===== src/rtl/sequenciador_multiciclo.sv =====
// Multi-cycle sequencer: steps each instruction through fetch/decode/execute/
// memory/writeback and turns UniControle requests into single-cycle strobes.
module sequenciador_multiciclo #(
  parameter int LAT_MEM  = 1,
  parameter int CICLOS_W = 32
) (
  input  logic                clock,
  input  logic                reseta,
  input  logic                passo_a_passo,
  input  logic                botao_passo,
  input  logic                botao_in,
  input  logic                escreveR_uc,
  input  logic                escreveM_uc,
  input  logic                leM_uc,
  input  logic                halt_uc,
  input  logic                escreverIn_uc,
  input  logic                escreverOut_uc,
  output logic                carrega_ir,
  output logic                pc_avanca,
  output logic                escreveR,
  output logic                escreveM,
  output logic                escreverOut,
  output logic                aguardando_in,
  output logic                parado,
  output logic [2:0]          estado,
  output logic [CICLOS_W-1:0] ciclos,
  output logic [CICLOS_W-1:0] instrucoes
);

  typedef enum logic [2:0] {
    BUSCA      = 3'd0,
    DECODIFICA = 3'd1,
    EXECUTA    = 3'd2,
    MEMORIA    = 3'd3,
    ESCRITA    = 3'd4,
    ESPERA_IN  = 3'd5,
    PARADO     = 3'd6,
    PASSO      = 3'd7
  } estado_t;

  localparam int MW = (LAT_MEM > 1) ? $clog2(LAT_MEM) : 1;

  estado_t        st, st_nx;
  logic           esc_r_q, esc_m_q, le_m_q, esc_out_q;
  logic           in_q, passo_q;
  logic           espera_ok;
  logic [MW-1:0]  mem_cnt;
  logic           borda_in, borda_passo, mem_fim;
  logic           carrega_c, pc_c, esc_r_c, esc_m_c, esc_out_c;

  assign borda_in    = botao_in & ~in_q;
  assign borda_passo = botao_passo & ~passo_q;
  assign mem_fim     = (mem_cnt == MW'(LAT_MEM - 1));

  always_ff @(posedge clock) begin
    if (!reseta) begin
      st         <= BUSCA;
      esc_r_q    <= 1'b0;
      esc_m_q    <= 1'b0;
      le_m_q     <= 1'b0;
      esc_out_q  <= 1'b0;
      in_q       <= 1'b1;
      passo_q    <= 1'b1;
      espera_ok  <= 1'b0;
      mem_cnt    <= '0;
      ciclos     <= '0;
      instrucoes <= '0;
    end else begin
      st        <= st_nx;
      in_q      <= botao_in;
      passo_q   <= botao_passo;
      // low during the entry cycle of ESPERA_IN so stale edges are ignored
      espera_ok <= (st == ESPERA_IN);
      if (st == DECODIFICA) begin
        esc_r_q   <= escreveR_uc;
        esc_m_q   <= escreveM_uc;
        le_m_q    <= leM_uc;
        esc_out_q <= escreverOut_uc;
      end
      if (st == MEMORIA) mem_cnt <= mem_cnt + 1'b1;
      else               mem_cnt <= '0;
      if (st != PARADO && !(&ciclos)) ciclos <= ciclos + 1'b1;
      if (st == ESCRITA) instrucoes <= instrucoes + 1'b1;
    end
  end

  always_comb begin
    st_nx     = st;
    carrega_c = 1'b0;
    pc_c      = 1'b0;
    esc_r_c   = 1'b0;
    esc_m_c   = 1'b0;
    esc_out_c = 1'b0;
    unique case (st)
      BUSCA: begin
        carrega_c = 1'b1;
        st_nx     = DECODIFICA;
      end
      DECODIFICA: begin
        if (halt_uc)            st_nx = PARADO;
        else if (escreverIn_uc) st_nx = ESPERA_IN;
        else                    st_nx = EXECUTA;
      end
      EXECUTA: begin
        st_nx = (esc_m_q | le_m_q) ? MEMORIA : ESCRITA;
      end
      MEMORIA: begin
        esc_m_c = esc_m_q & (mem_cnt == '0);
        if (mem_fim) st_nx = ESCRITA;
      end
      ESCRITA: begin
        pc_c      = 1'b1;
        esc_r_c   = esc_r_q;
        esc_out_c = esc_out_q;
        st_nx     = passo_a_passo ? PASSO : BUSCA;
      end
      ESPERA_IN: begin
        if (espera_ok && borda_in) st_nx = ESCRITA;
      end
      PASSO: begin
        if (borda_passo || !passo_a_passo) st_nx = BUSCA;
      end
      PARADO: begin
        st_nx = PARADO;
      end
    endcase
  end

  // no strobe escapes while reset is held
  assign carrega_ir    = carrega_c & reseta;
  assign pc_avanca     = pc_c & reseta;
  assign escreveR      = esc_r_c & reseta;
  assign escreveM      = esc_m_c & reseta;
  assign escreverOut   = esc_out_c & reseta;
  assign aguardando_in = (st == ESPERA_IN);
  assign parado        = (st == PARADO);
  assign estado        = st;

endmodule


===== config.mk =====
export PLATFORM = sky130hd
export DESIGN_NAME = sequenciador_multiciclo
export DESIGN_NICKNAME = d
export VERILOG_FILES = /design/src/rtl/sequenciador_multiciclo.sv
export SDC_FILE = /design/constraint.sdc
export NUM_CORES = 1
export LEC_CHECK = 0
export BUFFER_PORTS_ARGS = -buffer_cell sky130_fd_sc_hd__buf_4
export CAP_MARGIN = 20
export CORE_AREA = 2 2 94 96
export DETAILED_ROUTE_END_ITERATION = 8
export DIE_AREA = 0 0 96 98
export MAX_ROUTING_LAYER = met4
export PLACE_DENSITY = 0.76
export SLEW_MARGIN = 40
export SYNTH_ARGS = -nofsm -noshare
export SYNTH_HDL_FRONTEND = slang
export SYNTH_SLANG_ARGS = --single-unit

===== constraint.sdc =====
create_clock -name clock -period 6.3 [get_ports clock]
set_input_delay 1.26 -clock clock [delete_from_list [all_inputs] [get_ports clock]]
set_output_delay 1.26 -clock clock [all_outputs]
set_load 0.02 [all_outputs]

# Word-level counts from Yosys, hierarchy flattened
# Cells that the tools add are included.
dict set report op_classes {
  n_addsub 3
  n_eq_ne 11
  muxes 13
  n_bitwise 12
  n_reduce_logical 9
}
# operator count
set op_table {}
lappend op_table {{adder 32 x 1 -> 32 bit, second input constant} 2}
lappend op_table {{AND reduction 32 bit} 1}
lappend op_table {{one-hot mux 3 bit (8 select lines)} 1}
lappend op_table {{2-to-1 mux 3 bit} 7}
lappend op_table {{== test 3 bit, second input constant} 4}
lappend op_table {{bitwise AND 1 bit} 8}
lappend op_table {{== test 3 x 2 -> 1 bit, second input constant} 2}
lappend op_table {{2-to-1 mux 1 bit} 5}
lappend op_table {{!= test 2 bit, second input constant} 2}
lappend op_table {{== test 3 x 1 -> 1 bit, second input constant} 1}
lappend op_table {{zero test 3 bit} 1}
lappend op_table {{!= test 3 bit, second input constant} 1}
lappend op_table {{NOT 1 bit} 3}
lappend op_table {{AND reduction 3 bit} 1}
lappend op_table {{logical AND 1 bit} 2}
lappend op_table {{zero test 1 bit} 2}
lappend op_table {{!= test 2 x 1 -> 1 bit, second input constant} 1}
lappend op_table {{AND reduction 2 bit} 1}
lappend op_table {{adder 1 bit, second input constant} 1}
lappend op_table {{logical OR 1 bit} 1}
lappend op_table {{OR 1 bit} 1}
dict set report word_totals {
  ff_bits 75
  inputBits 11
  elab_cells 59
}

# Longest topological paths before layout
dict set report logic_depth {
  depth_word 5
  mapped_depth 9
  depth_no_buf 6
}

# Worst setup path after synthesis
# OpenSTA, ideal clock, no wires.
dict set report synth_timing {
  kind {input to output}
  from {input port reseta}
  to {output port carrega_ir}
  t_arrival_ns 2.322
  t_required_ns 5.040
  path_slack_ns 2.718
  path_stages 4
  path_buffers 2
  path_cell_list {inv_1 -> clkbuf_1 -> clkbuf_1 -> nor4_1}
}
dict set report synth_via {
  elab_chain_cells 1
}
# item line_no
set synth_lines {}
lappend synth_lines {{from (decl)} 8} ;# input logic reseta,
lappend synth_lines {{bitwise AND 1 bit} 130} ;# assign carrega_ir = carrega_c & reseta;
lappend synth_lines {{to (decl)} 18} ;# output logic carrega_ir,
# No other way between the ends.

# Worst setup path in the final report
dict set report layout_timing {
  from {input port reseta}
  to {output port escreveM}
}
dict set report layout_via {
  elab_chain_cells 1
}
# item line_no
set layout_lines {}
lappend layout_lines {{bitwise AND 1 bit} 133} ;# assign escreveM = esc_m_c & reseta;
lappend layout_lines {{to (decl)} 21} ;# output logic escreveM,
# No other way between the ends.

==> metrics.md <==
| Metric | Value |
|---|---|
| Compound-cell area share of the yosys netlist | 12.2% |
| Vias in the first global route | 3173 |
| Number of buffers created by CTS | 9 |
| DR DRC count | 0 |
| Pwr Density | 259 mW/mm^2 |
| WL final | 8690 um |
| Post-synthesis sequential area ratio | 41.2% |
| Most used cell, CP | buf_4 |
| PortBufs | 84 |
| Family with the most delay on the worst path | buffers and inverters |
| Total track usage | 19.7% |
| Area grow syn2layout | 25.5% |
| Dpl ws | 2.82 ns |
| CTS tree | built |
| GRT met1 Usage | 24.6% |
| Synthesized net count | 454 |
| Initial antenna violation count | 0 |
| Top-level port count | 85 |
| Tightest Pin Transition | 0.719 ns |
| Antenna Cells | 0 |
| Syn Area/Cell | 8.26 sq um |
| Critical path arrival | 2.21 ns |
| Max_slew headroom | 51.9% |
| GRT busiest layer | met2 |
| Placed cells | 611 |
| Synth area leaders | dfxtp_1 41%, xnor2_1 5.8%, nor2_1 4.1% |
| Final Net Count | 527 |
| Hold buffers post-CTS | 0 |
| Post-layout min period | 3.47 ns |
| GP Congestion | 0.932 |
| Setup WS post-layout | 2.83 ns |
| Post-synth EDFFs | 0 |
| RSZ-0062 raised after global routing | false |
| 1st-pass router iterations | 4 |
| Fillers | 772 |
| Post-synth ARST share | 0% |
| Met2 usage | 31.6% |
| Pwr Total | 1.18 mW |
| Hold/Removal Path Class | register to register |
| Core area | 0.00847 sq mm |
| Synth area leader | dfxtp_1 |
| Share of cells above drive strength 1 | 21.2% |
| Post-synthesis mux area share | 1.92% |
| Critical path cell sequence | buf_4 -> inv_2 -> nor4_1 -> and2_1 -> buf_4 |
| Maximum vdd drop | 93.3 uV |
| Initial Util | 43.0% |
| # clock sinks | 75 |
| Final setup fails | 0 |
| Largest net degree at the start of global routing | 61 |
| Crit Path Class | input pin to output pin |
| Most frequent cell after synthesis | dfxtp_1 |
| Endpoint type of the worst setup path | output pin |
| Mapped Cells | 441 |
| Final period util | 55.1% |
| Top_reg_cell synth | dfxtp_1 |
| Die Span Y | 98 um |
| Synth cell types | 41 |
| Mapped cell area | 0.00364 sq mm |
| Overflow after GRT | 0 |
| Lkg Pwr | 1.71 nW |
| Global-route wire length before repair | 14700 um |
| H-tree lvl count | 3 |
| Post-cts resize count | 0 |
| Post-synthesis adder-cell area fraction | 0.687% |
| Max-cap violations | 0 |
| Top cell type's share of synthesized area | 41.2% |
| CTS max path bufs | 2 |
| Root Driver | clkbuf_8 |
| Row cnt | 34 |
| Main combinational cell family by area after synthesis | simple AND/OR/NAND/NOR gates |
| Clock Latency Late Sink | 0.35 ns |
| Status | completed |
| Top post-synthesis cells by count | 75 x dfxtp_1, 40 x nor2_1, 37 x nand2_1 |
| Final design utilization | 54.0% |
| Synth Register Bits | 75 |
| Ys Warns | 0 |
| Hpwl dp | 6050 um |
| Simple-gate share of the synthesized area | 32.8% |
| Width of the die | 96 um |
| Wire per inst | 13.9 um |
| Vias per cell | 5.55 |
| Crit path largest cell delay | 0.29 ns |
| Xor-xnor portion of the synthesized cell area | 6.74% |
| Vias | 3481 |
| Postcts setup bufs | 0 |
| Slowest cell on crit path | nor4_1 |
| Total negative setup slack | 0 ns |
| Max Clk Rate | 288 MHz |
| Max-slew violations | 0 |
| Crit-path max FO | 22 |
| Critical path startpoint category | input pin |
| Post-DRT Antenna Nets | 0 |
| Final hold violations | 0 |
| Worst path required time | 5.04 ns |
| Die area | 0.00941 sq mm |
| Reg clk slew, reported paths | 0.07 ns |
| Grt met3 use | 4.01% |
| Final clock skew | 0.00642 ns |
| Iter 0 DRT Violations | 201 |
| Non-Filler Instances | 627 |
| Buf+Inv Stages, Crit Path | 3 |
[worst paths after layout]
kind / from / endpoint / slack (ns) / cells after the start
worst max-delay path: reseta / escreveM / 2.83 / 5
worst min-delay path: mem_cnt$_SDFF_PN0_ / mem_cnt$_SDFF_PN0_ / 0.42 / 1
worst max register to register: estado[2]$_SDFFE_PN0P_ / instrucoes[29]$_SDFFE_PN0N_ / 3.62 / 5
worst min register to register: mem_cnt$_SDFF_PN0_ / mem_cnt$_SDFF_PN0_ / 0.42 / 1
[flip-flops by register name (all words and copies together) (netlist names)]
signal      flops
passo_q         1
instrucoes     32
estado          3
espera_ok       1
mem_cnt         1
ciclos         32
esc_m_q         1
esc_r_q         1
in_q            1
le_m_q          1
esc_out_q       1
[power by group]
group	internal, mW	total, mW	switching (mW)
Combinational	0.0844	0.182	0.0976
Clock	0.273	0.449	0.176
Sequential	0.498	0.551	0.0527
Total	0.856	1.18	0.326
[cells in the final DEF, fill, tap and decap left out, types with 3 or more instances in the layout]
cell,n
a21oi_1,28
and2_1,7
and3_1,7
and4_1,9
buf_4,86
bufinv_16,3
clkbuf_8,10
dfxtp_1,75
inv_1,13
mux2i_1,7
nand2_1,37
nand2b_1,5
nand3_1,23
nand4_1,16
nor2_1,40
nor3_1,9
nor4_1,18
o211ai_1,8
o21ai_0,24
o31ai_1,6
or3_1,20
or4_1,13
xnor2_1,24
xor2_1,4
[layout make-up]
class / count / area, sq um / share of cell area [%]
Timing Repair Buffer: 86 / 646 / 14.1
Sequential cell: 75 / 1500 / 32.9
Multi-Input combinational cell: 327 / 1990 / 43.5
Clock inverter: 5 / 100 / 2.19
Inverter: 15 / 56.3 / 1.23
Clock buffer: 11 / 141 / 3.09
Tap cell: 108 / 135 / 2.96
[metal layers]
| metal | vias up | wire (um) | share of wire, % |
|---|---|---|---|
| met5 | - | 0 | 0 |
| met4 | 0 | 131 | 1.5 |
| met3 | 12 | 463 | 5.3 |
| met2 | 88 | 4190 | 48 |
| met1 | 1632 | 3900 | 45 |
| li1 | 1749 | - | - |
[cell families after synthesis]
kind of cell / Yosys count
adders and majority gates: 2
muxes: 7
AOI/OAI and AO/OA: 75
buffers and inverters: 39
DFF: 75
xor gates and xnor gates: 28
and+or+nand+nor: 215
[metrics by stage]
| step | cell area, sq um | hold slack [ns] |
|---|---|---|
| 2_1_floorplan | 3640 | 0.397 |
| 3_3_place_gp | 4320 | 0.416 |
| 3_5_place_dp | 4320 | 0.413 |
| 4_1_cts | 4560 | 0.423 |
| 5_1_grt | 4570 | 0.470 |
| 6_report | 4570 | 0.425 |
Note: power is estimated with default switching activity, not from simulation.
